### src/rtl/ballot_controller_if.sv
// Voting-station signal bundle: operator/button inputs and tally/display outputs.
// The master side drives the buttons and mode; the slave side is the controller.
interface ballot_controller_if;
  logic       mode;
  logic       button1;
  logic       button2;
  logic       button3;
  logic       button4;
  logic       voter_ready;
  logic [3:0] inc_en;
  logic [1:0] disp_sel;
  logic       disp_en;
  logic       ballot_armed;
  logic       vote_done;
  logic       reject;
  logic       timeout;
  logic [7:0] total_votes;

  modport master (
    output mode, button1, button2, button3, button4, voter_ready,
    input  inc_en, disp_sel, disp_en, ballot_armed, vote_done, reject, timeout, total_votes
  );

  modport slave (
    input  mode, button1, button2, button3, button4, voter_ready,
    output inc_en, disp_sel, disp_en, ballot_armed, vote_done, reject, timeout, total_votes
  );
endinterface

### src/rtl/ballot_controller.sv
// Ballot controller: one vote per official unlock, debounced single-button selection.
// Optional armed-ballot expiry is enabled by defining BALLOT_TIMEOUT_EN.
module ballot_controller #(
  parameter int HOLD_CYCLES    = 10,
  parameter int TIMEOUT_CYCLES = 1000
) (
  input  logic               clk,
  input  logic               rst,
  ballot_controller_if.slave bus
);

  typedef enum logic [2:0] {
    IDLE, ARMED, DEBOUNCE, REJECT_WAIT, CAST, RELEASE
  } state_t;

  localparam logic [7:0] hold_lim = 8'(HOLD_CYCLES);

  state_t     state;
  logic [7:0] hold_cnt;
  logic [1:0] idx;
  logic [3:0] inc_en;
  logic [1:0] disp_sel;
  logic       disp_en;
  logic       ballot_armed;
  logic       vote_done;
  logic       reject;
  logic       timeout;
  logic [7:0] total_votes;

  logic [3:0] btn;
  logic       btn_none;
  logic       btn_one;
  logic [1:0] btn_idx;
  logic       same_btn;
  logic       in_armed;
  logic       to_hit;

  assign btn      = {bus.button4, bus.button3, bus.button2, bus.button1};
  assign btn_none = (btn == 4'b0000);
  assign btn_one  = !btn_none && ((btn & (btn - 4'd1)) == 4'b0000);
  assign same_btn = btn_one && (btn_idx == idx);
  assign in_armed = (state == ARMED) || (state == DEBOUNCE) || (state == REJECT_WAIT);

  always_comb begin
    // NOTE: default assignment first so no latch is inferred for unlisted patterns.
    btn_idx = 2'd0;
    case (btn)
      4'b0010: btn_idx = 2'd1;
      4'b0100: btn_idx = 2'd2;
      4'b1000: btn_idx = 2'd3;
      default: btn_idx = 2'd0;
    endcase
  end

`ifdef BALLOT_TIMEOUT_EN
  localparam logic [15:0] to_lim = 16'(TIMEOUT_CYCLES);
  logic [15:0] to_cnt;

  // Runs across ARMED/DEBOUNCE/REJECT_WAIT; every arming passes through IDLE, which zeroes it.
  always_ff @(posedge clk or posedge rst) begin
    if (rst)           to_cnt <= '0;
    else if (in_armed) to_cnt <= to_cnt + 16'd1;
    else               to_cnt <= '0;
  end

  assign to_hit = in_armed && ((to_cnt + 16'd1) == to_lim);
`else
  assign to_hit = 1'b0;
`endif

  // NOTE: sequential state uses non-blocking assignments only.
  always_ff @(posedge clk or posedge rst) begin
    if (rst) begin
      state        <= IDLE;
      hold_cnt     <= '0;
      idx          <= '0;
      inc_en       <= '0;
      disp_sel     <= '0;
      disp_en      <= 1'b0;
      ballot_armed <= 1'b0;
      vote_done    <= 1'b0;
      reject       <= 1'b0;
      timeout      <= 1'b0;
      total_votes  <= '0;
    end else begin
      inc_en    <= '0;
      vote_done <= 1'b0;
      reject    <= 1'b0;
      timeout   <= 1'b0;
      disp_en   <= bus.mode;
      if (bus.mode && btn_one) disp_sel <= btn_idx;

      case (state)
        IDLE: begin
          if (bus.voter_ready && !bus.mode) begin
            state        <= ARMED;
            ballot_armed <= 1'b1;
            hold_cnt     <= '0;
          end
        end

        ARMED: begin
          if (bus.mode) begin
            state        <= IDLE;
            ballot_armed <= 1'b0;
          end else if (to_hit) begin
            state        <= IDLE;
            ballot_armed <= 1'b0;
            timeout      <= 1'b1;
          end else if (btn_one) begin
            state    <= DEBOUNCE;
            idx      <= btn_idx;
            hold_cnt <= 8'd1;
          end else if (!btn_none) begin
            state  <= REJECT_WAIT;
            reject <= 1'b1;
          end
        end

        DEBOUNCE: begin
          // A completing hold outranks an expiring ballot in the same cycle.
          if (bus.mode) begin
            state        <= IDLE;
            ballot_armed <= 1'b0;
            hold_cnt     <= '0;
          end else if (same_btn && ((hold_cnt + 8'd1) == hold_lim)) begin
            state        <= CAST;
            ballot_armed <= 1'b0;
            hold_cnt     <= '0;
            inc_en       <= 4'b0001 << idx;
            vote_done    <= 1'b1;
            if (total_votes != 8'hFF) total_votes <= total_votes + 8'd1;
          end else if (to_hit) begin
            state        <= IDLE;
            ballot_armed <= 1'b0;
            hold_cnt     <= '0;
            timeout      <= 1'b1;
          end else if (same_btn) begin
            hold_cnt <= hold_cnt + 8'd1;
          end else if (btn_none || btn_one) begin
            state    <= ARMED;
            hold_cnt <= '0;
          end else begin
            state    <= REJECT_WAIT;
            hold_cnt <= '0;
            reject   <= 1'b1;
          end
        end

        REJECT_WAIT: begin
          if (bus.mode) begin
            state        <= IDLE;
            ballot_armed <= 1'b0;
          end else if (to_hit) begin
            state        <= IDLE;
            ballot_armed <= 1'b0;
            timeout      <= 1'b1;
          end else if (btn_none) begin
            state <= ARMED;
          end
        end

        CAST:    state <= RELEASE;

        // Waiting for a full release keeps a held button from voting twice.
        RELEASE: if (btn_none) state <= IDLE;

        default: begin
          state        <= IDLE;
          ballot_armed <= 1'b0;
        end
      endcase
    end
  end

  assign bus.inc_en       = inc_en;
  assign bus.disp_sel     = disp_sel;
  assign bus.disp_en      = disp_en;
  assign bus.ballot_armed = ballot_armed;
  assign bus.vote_done    = vote_done;
  assign bus.reject       = reject;
  assign bus.timeout      = timeout;
  assign bus.total_votes  = total_votes;

endmodule
### src/flat_wrapper.sv
// flat-port wrapper written by rule: the top's interface ports become plain ports
module ballot_controller_flat 
#(
  parameter int HOLD_CYCLES    = 10,
  parameter int TIMEOUT_CYCLES = 1000
)
  (clk, rst, bus_mode, bus_button1, bus_button2, bus_button3, bus_button4, bus_voter_ready, bus_inc_en, bus_disp_sel, bus_disp_en, bus_ballot_armed, bus_vote_done, bus_reject, bus_timeout, bus_total_votes);
  ballot_controller_if bus_i ();
  input  logic clk;
  input  logic rst;
  input wire logic [$bits(bus_i.mode)-1:0] bus_mode;
  input wire logic [$bits(bus_i.button1)-1:0] bus_button1;
  input wire logic [$bits(bus_i.button2)-1:0] bus_button2;
  input wire logic [$bits(bus_i.button3)-1:0] bus_button3;
  input wire logic [$bits(bus_i.button4)-1:0] bus_button4;
  input wire logic [$bits(bus_i.voter_ready)-1:0] bus_voter_ready;
  output wire logic [$bits(bus_i.inc_en)-1:0] bus_inc_en;
  output wire logic [$bits(bus_i.disp_sel)-1:0] bus_disp_sel;
  output wire logic [$bits(bus_i.disp_en)-1:0] bus_disp_en;
  output wire logic [$bits(bus_i.ballot_armed)-1:0] bus_ballot_armed;
  output wire logic [$bits(bus_i.vote_done)-1:0] bus_vote_done;
  output wire logic [$bits(bus_i.reject)-1:0] bus_reject;
  output wire logic [$bits(bus_i.timeout)-1:0] bus_timeout;
  output wire logic [$bits(bus_i.total_votes)-1:0] bus_total_votes;
  assign bus_i.mode = bus_mode;
  assign bus_i.button1 = bus_button1;
  assign bus_i.button2 = bus_button2;
  assign bus_i.button3 = bus_button3;
  assign bus_i.button4 = bus_button4;
  assign bus_i.voter_ready = bus_voter_ready;
  assign bus_inc_en = bus_i.inc_en;
  assign bus_disp_sel = bus_i.disp_sel;
  assign bus_disp_en = bus_i.disp_en;
  assign bus_ballot_armed = bus_i.ballot_armed;
  assign bus_vote_done = bus_i.vote_done;
  assign bus_reject = bus_i.reject;
  assign bus_timeout = bus_i.timeout;
  assign bus_total_votes = bus_i.total_votes;
  ballot_controller #(.HOLD_CYCLES(HOLD_CYCLES), .TIMEOUT_CYCLES(TIMEOUT_CYCLES)) u_core (.clk(clk), .rst(rst), .bus(bus_i));
endmodule
### config.mk
export PLATFORM = sky130hd
export DESIGN_NAME = ballot_controller_flat
export DESIGN_NICKNAME = d
export VERILOG_FILES = /design/src/rtl/ballot_controller_if.sv /design/src/rtl/ballot_controller.sv /design/src/flat_wrapper.sv
export SDC_FILE = /design/constraint.sdc
export NUM_CORES = 1
export LEC_CHECK = 0
export CAP_MARGIN = 10
export CORE_ASPECT_RATIO = 1.2
export CORE_MARGIN = 5
export CORE_UTILIZATION = 35
export CTS_CLUSTER_DIAMETER = 80
export CTS_CLUSTER_SIZE = 16
export DETAILED_ROUTE_END_ITERATION = 7
export SYNTH_ARGS = -nofsm -noshare
export SYNTH_HDL_FRONTEND = slang
export SYNTH_SLANG_ARGS = --single-unit
### constraint.sdc
create_clock -name clk -period 2.5 [get_ports clk]
set_input_delay 0.25 -clock clk [delete_from_list [all_inputs] [get_ports clk]]
set_output_delay 0.25 -clock clk [all_outputs]
set_load 0.1 [all_outputs]
==> results.sh <==
export IMPL_crit_buf_inv=1
export IMPL_viasPerCell=5.38
export IMPL_first_pass_iters=4
export IMPL_reg2reg_depth=8
export IMPL_synth_compound_area_frac=0.189
export IMPL_crit_arrival_ns=2.50
export IMPL_drc=0
export IMPL_grt_util_met2=0.219
export IMPL_ir_worst_vdd_v=0.000293
export IMPL_synthAdderAreaFrac=0.0193
export IMPL_start_util=0.365
export IMPL_die_area_um2=7160
export IMPL_finalSetupTns_ns=0
export IMPL_p_leak_nw=1.12
export IMPL_start_kind="flop"
export IMPL_n_antenna_cell=0
export IMPL_worstPathCellList="ha_1, and2_1, or4b_1, o21ai_0, nand4_1, buf_12, nor2_2, mux2_1"
export IMPL_seq_area_um2=776
export IMPL_maxSlewViolCount=0
export IMPL_grt_pass1_wl_mm=7.83
export IMPL_syn_nets=222
export IMPL_finClkSkew_ns=0.00706
export IMPL_ioPinCount=27
export IMPL_final_area_um2=2480
export IMPL_max_stage_delay_ns=0.44
export IMPL_netlist_top_cells_area="dfrtp_1 (40%), nand2_1 (4.1%), xor2_1 (3.6%)"
export IMPL_clock_fmax_mhz=427
export IMPL_cts_num_sinks=31
export IMPL_ys_seq_area_frac=0.399
export IMPL_synth_area_per_cell_um2=9.22
export IMPL_finalCritPeriodShare=0.937
export IMPL_io_buffers=25
export IMPL_core_um2=5330
export IMPL_h_tree_depth=2
export IMPL_critPathTopFamily="simple AND/OR/NAND/NOR gates"
export IMPL_synth_edf_count=0
export IMPL_synth_xor_area_share=0.0450
export IMPL_hold_class="input pin to async pin"
export IMPL_reg2reg_to="u_core.bus.total_votes[1]"
export IMPL_root_buffer="clkbuf_8"
export IMPL_wl_mm=4.54
export IMPL_grt_max_degree=32
export IMPL_muxShareOfSynthArea=0.0212
export IMPL_grt_use_total=0.133
export IMPL_finalCriticalPeriod_ns=2.34
export IMPL_grt_pass1_vias=1659
export IMPL_final_common_cell="buf_4"
export IMPL_fill_cells=506
export IMPL_yosys_area_top_type="dfrtp_1"
export IMPL_syn_area_um2=1950
export IMPL_synth_top_area_share=0.399
export IMPL_cts_tree="built"
export IMPL_gr_total_overflow=0
export IMPL_ys_flop_type="dfrtp_1"
export IMPL_hold_viol=0
export IMPL_yosysWarnings=0
export IMPL_finalSetupViolCount=0
export IMPL_multiInputGateArea_um2=1070
export IMPL_holdWs_ns=0.357
export IMPL_first_iter_violations=54
export IMPL_routedWlPerCell_um=14.2
export IMPL_synthDistinctLibCells=57
export IMPL_postRouteAntennaNets=0
export IMPL_layout_nets=267
export IMPL_async_flop_share=1.00
export IMPL_crit_type="flop to flop"
export IMPL_cap_violations=0
export IMPL_rr_startpoint="u_core.hold_cnt[1]"
export IMPL_drive_gt1_frac=0.261
export IMPL_dieHeight_um=91.7
export IMPL_clk_pin_slew_worst_paths_ns=0.07
export IMPL_busiest_layer="met2"
export IMPL_path_max_fanout=12
export IMPL_synth_top_family_by_area="simple AND/OR/NAND/NOR gates"
export IMPL_end_kind="flop"
export IMPL_met1_usage=0.167
export IMPL_vias=1716
export IMPL_numCtsBuffers=5
export IMPL_rows=29
export IMPL_antenna_found_initial=0
export IMPL_r2r_slack_ns=0.16
export IMPL_clock_latency_ns=0.28
export IMPL_cp_required_ns=2.66
export IMPL_met3_usage=0.0363
export IMPL_hpwlAfterDp_mm=3.38
export IMPL_crit_slowest_cell="or4b_1"
export IMPL_final_cell_mix="buf_4 (44), dfrtp_1 (31), nand2_1 (21)"
export IMPL_ys_seq_elements=31
export IMPL_outcome="finished, final reports clean"
export IMPL_synthSimpleGateAreaFrac=0.275
export IMPL_syn_to_final_growth_pct=27.3
export IMPL_gp_congestion=0.847
export IMPL_syn_inst=211
export IMPL_hold_buffers=0
export IMPL_power_per_cell_area_nw_per_um2=653
export IMPL_die_width_um=78.1
export IMPL_cts_buffer_depth=2
export IMPL_post_dp_cell_area_um2=2350
export IMPL_p_total_w=0.00162
==> state kept, by name, summed over array words and instances (netlist names) <==
register                 count
u_core.bus.total_votes       8
u_core.bus.ballot_armed      1
u_core.state                 3
u_core.bus.disp_sel          2
u_core.bus.vote_done         1
u_core.bus.disp_en           1
u_core.hold_cnt              8
u_core.bus.inc_en            4
u_core.bus.reject            1
u_core.idx                   2
==> logic make-up after synthesis <==
logic type      Yosys count
compound gates           50
xor+xnor                 10
fa+ha+maj                 3
buf+inv                  22
flops                    31
mux                       4
other cells               1
simple gates             90
==> routing by layer <==
layer / wire [µm] / vias to the layer above
met5: 0 / -
met4: 68 / 0
met3: 203 / 8
met2: 2200 / 34
met1: 2080 / 818
li1: - / 856
==> how the worst max path moves through the flow <==
stage,startpoint,endpoint,slack [ns],cells past startpoint
4_1_cts,u_core.hold_cnt[1],u_core.bus.total_votes[1],0.14,8
3_5_place_dp,bus_button4,u_core.bus.total_votes[1],-0.006,7
5_1_grt,u_core.hold_cnt[1],u_core.bus.total_votes[1],-0.002,8
2_1_floorplan,u_core.bus.total_votes[0],u_core.bus.total_votes[1],0.28,6
6_report,u_core.hold_cnt[1],u_core.bus.total_votes[1],0.16,8
3_3_place_gp,bus_button4,u_core.bus.total_votes[1],0.02,7
==> where the power goes <==
group	switching, W	leakage [nW]	total, W	internal (W)
clock	0.000182	0.0515	0.000433	0.000251
sequential	0.0000691	0.422	0.000615	0.000546
combinational	0.000374	0.647	0.000568	0.000195
==> synth_stat cells (4+ instances only) <==
cell type and n:
a211oi_1 6, a21oi_1 10, and3_1 4, clkbuf_1 8, dfrtp_1 31, inv_1 8, nand2_1 21, nand2b_1 4
nand3_1 6, nor2_1 16, nor3_1 4, nor3_2 5, o21ai_0 12, xor2_1 8
==> repair_timing <==
item,CTS,global route
endpoints found under the hold margin,0,0
gates resized for setup,0,0
setup endpoints to repair,0,4
buffers inserted,0,4
==> cell type report <==
type                            instances  area share
Clock buffer                            8      0.0404
Inverter                                8      0.0121
Multi-Input combinational cell        158       0.433
Sequential cell                        31       0.313
Tap cell                               62      0.0313
Timing Repair Buffer                   52       0.170
==> worst register-to-register path, delay by kind of cell (launching register included) <==
kind / cells / cell delay, ns
buffers and inverters: 1 / 0.21
DFF: 1 / 0.41
muxes: 1 / 0.33
adders and majority gates: 1 / 0.19
and+or+nand+nor: 4 / 0.98
AOI/OAI and AO/OA: 1 / 0.10
==> through the flow <==
step / utilization / setup slack (ns) / instances
floorplan: - / 0.280 / 211
global placement: 0.440 / 0.0246 / 307
detailed placement: 0.440 / -0.00646 / 307
CTS: 0.459 / 0.145 / 315
global route: 0.464 / -0.00221 / 319
finish: 0.464 / 0.156 / 319
No activity file was read; power rests on OpenSTA's default activity.
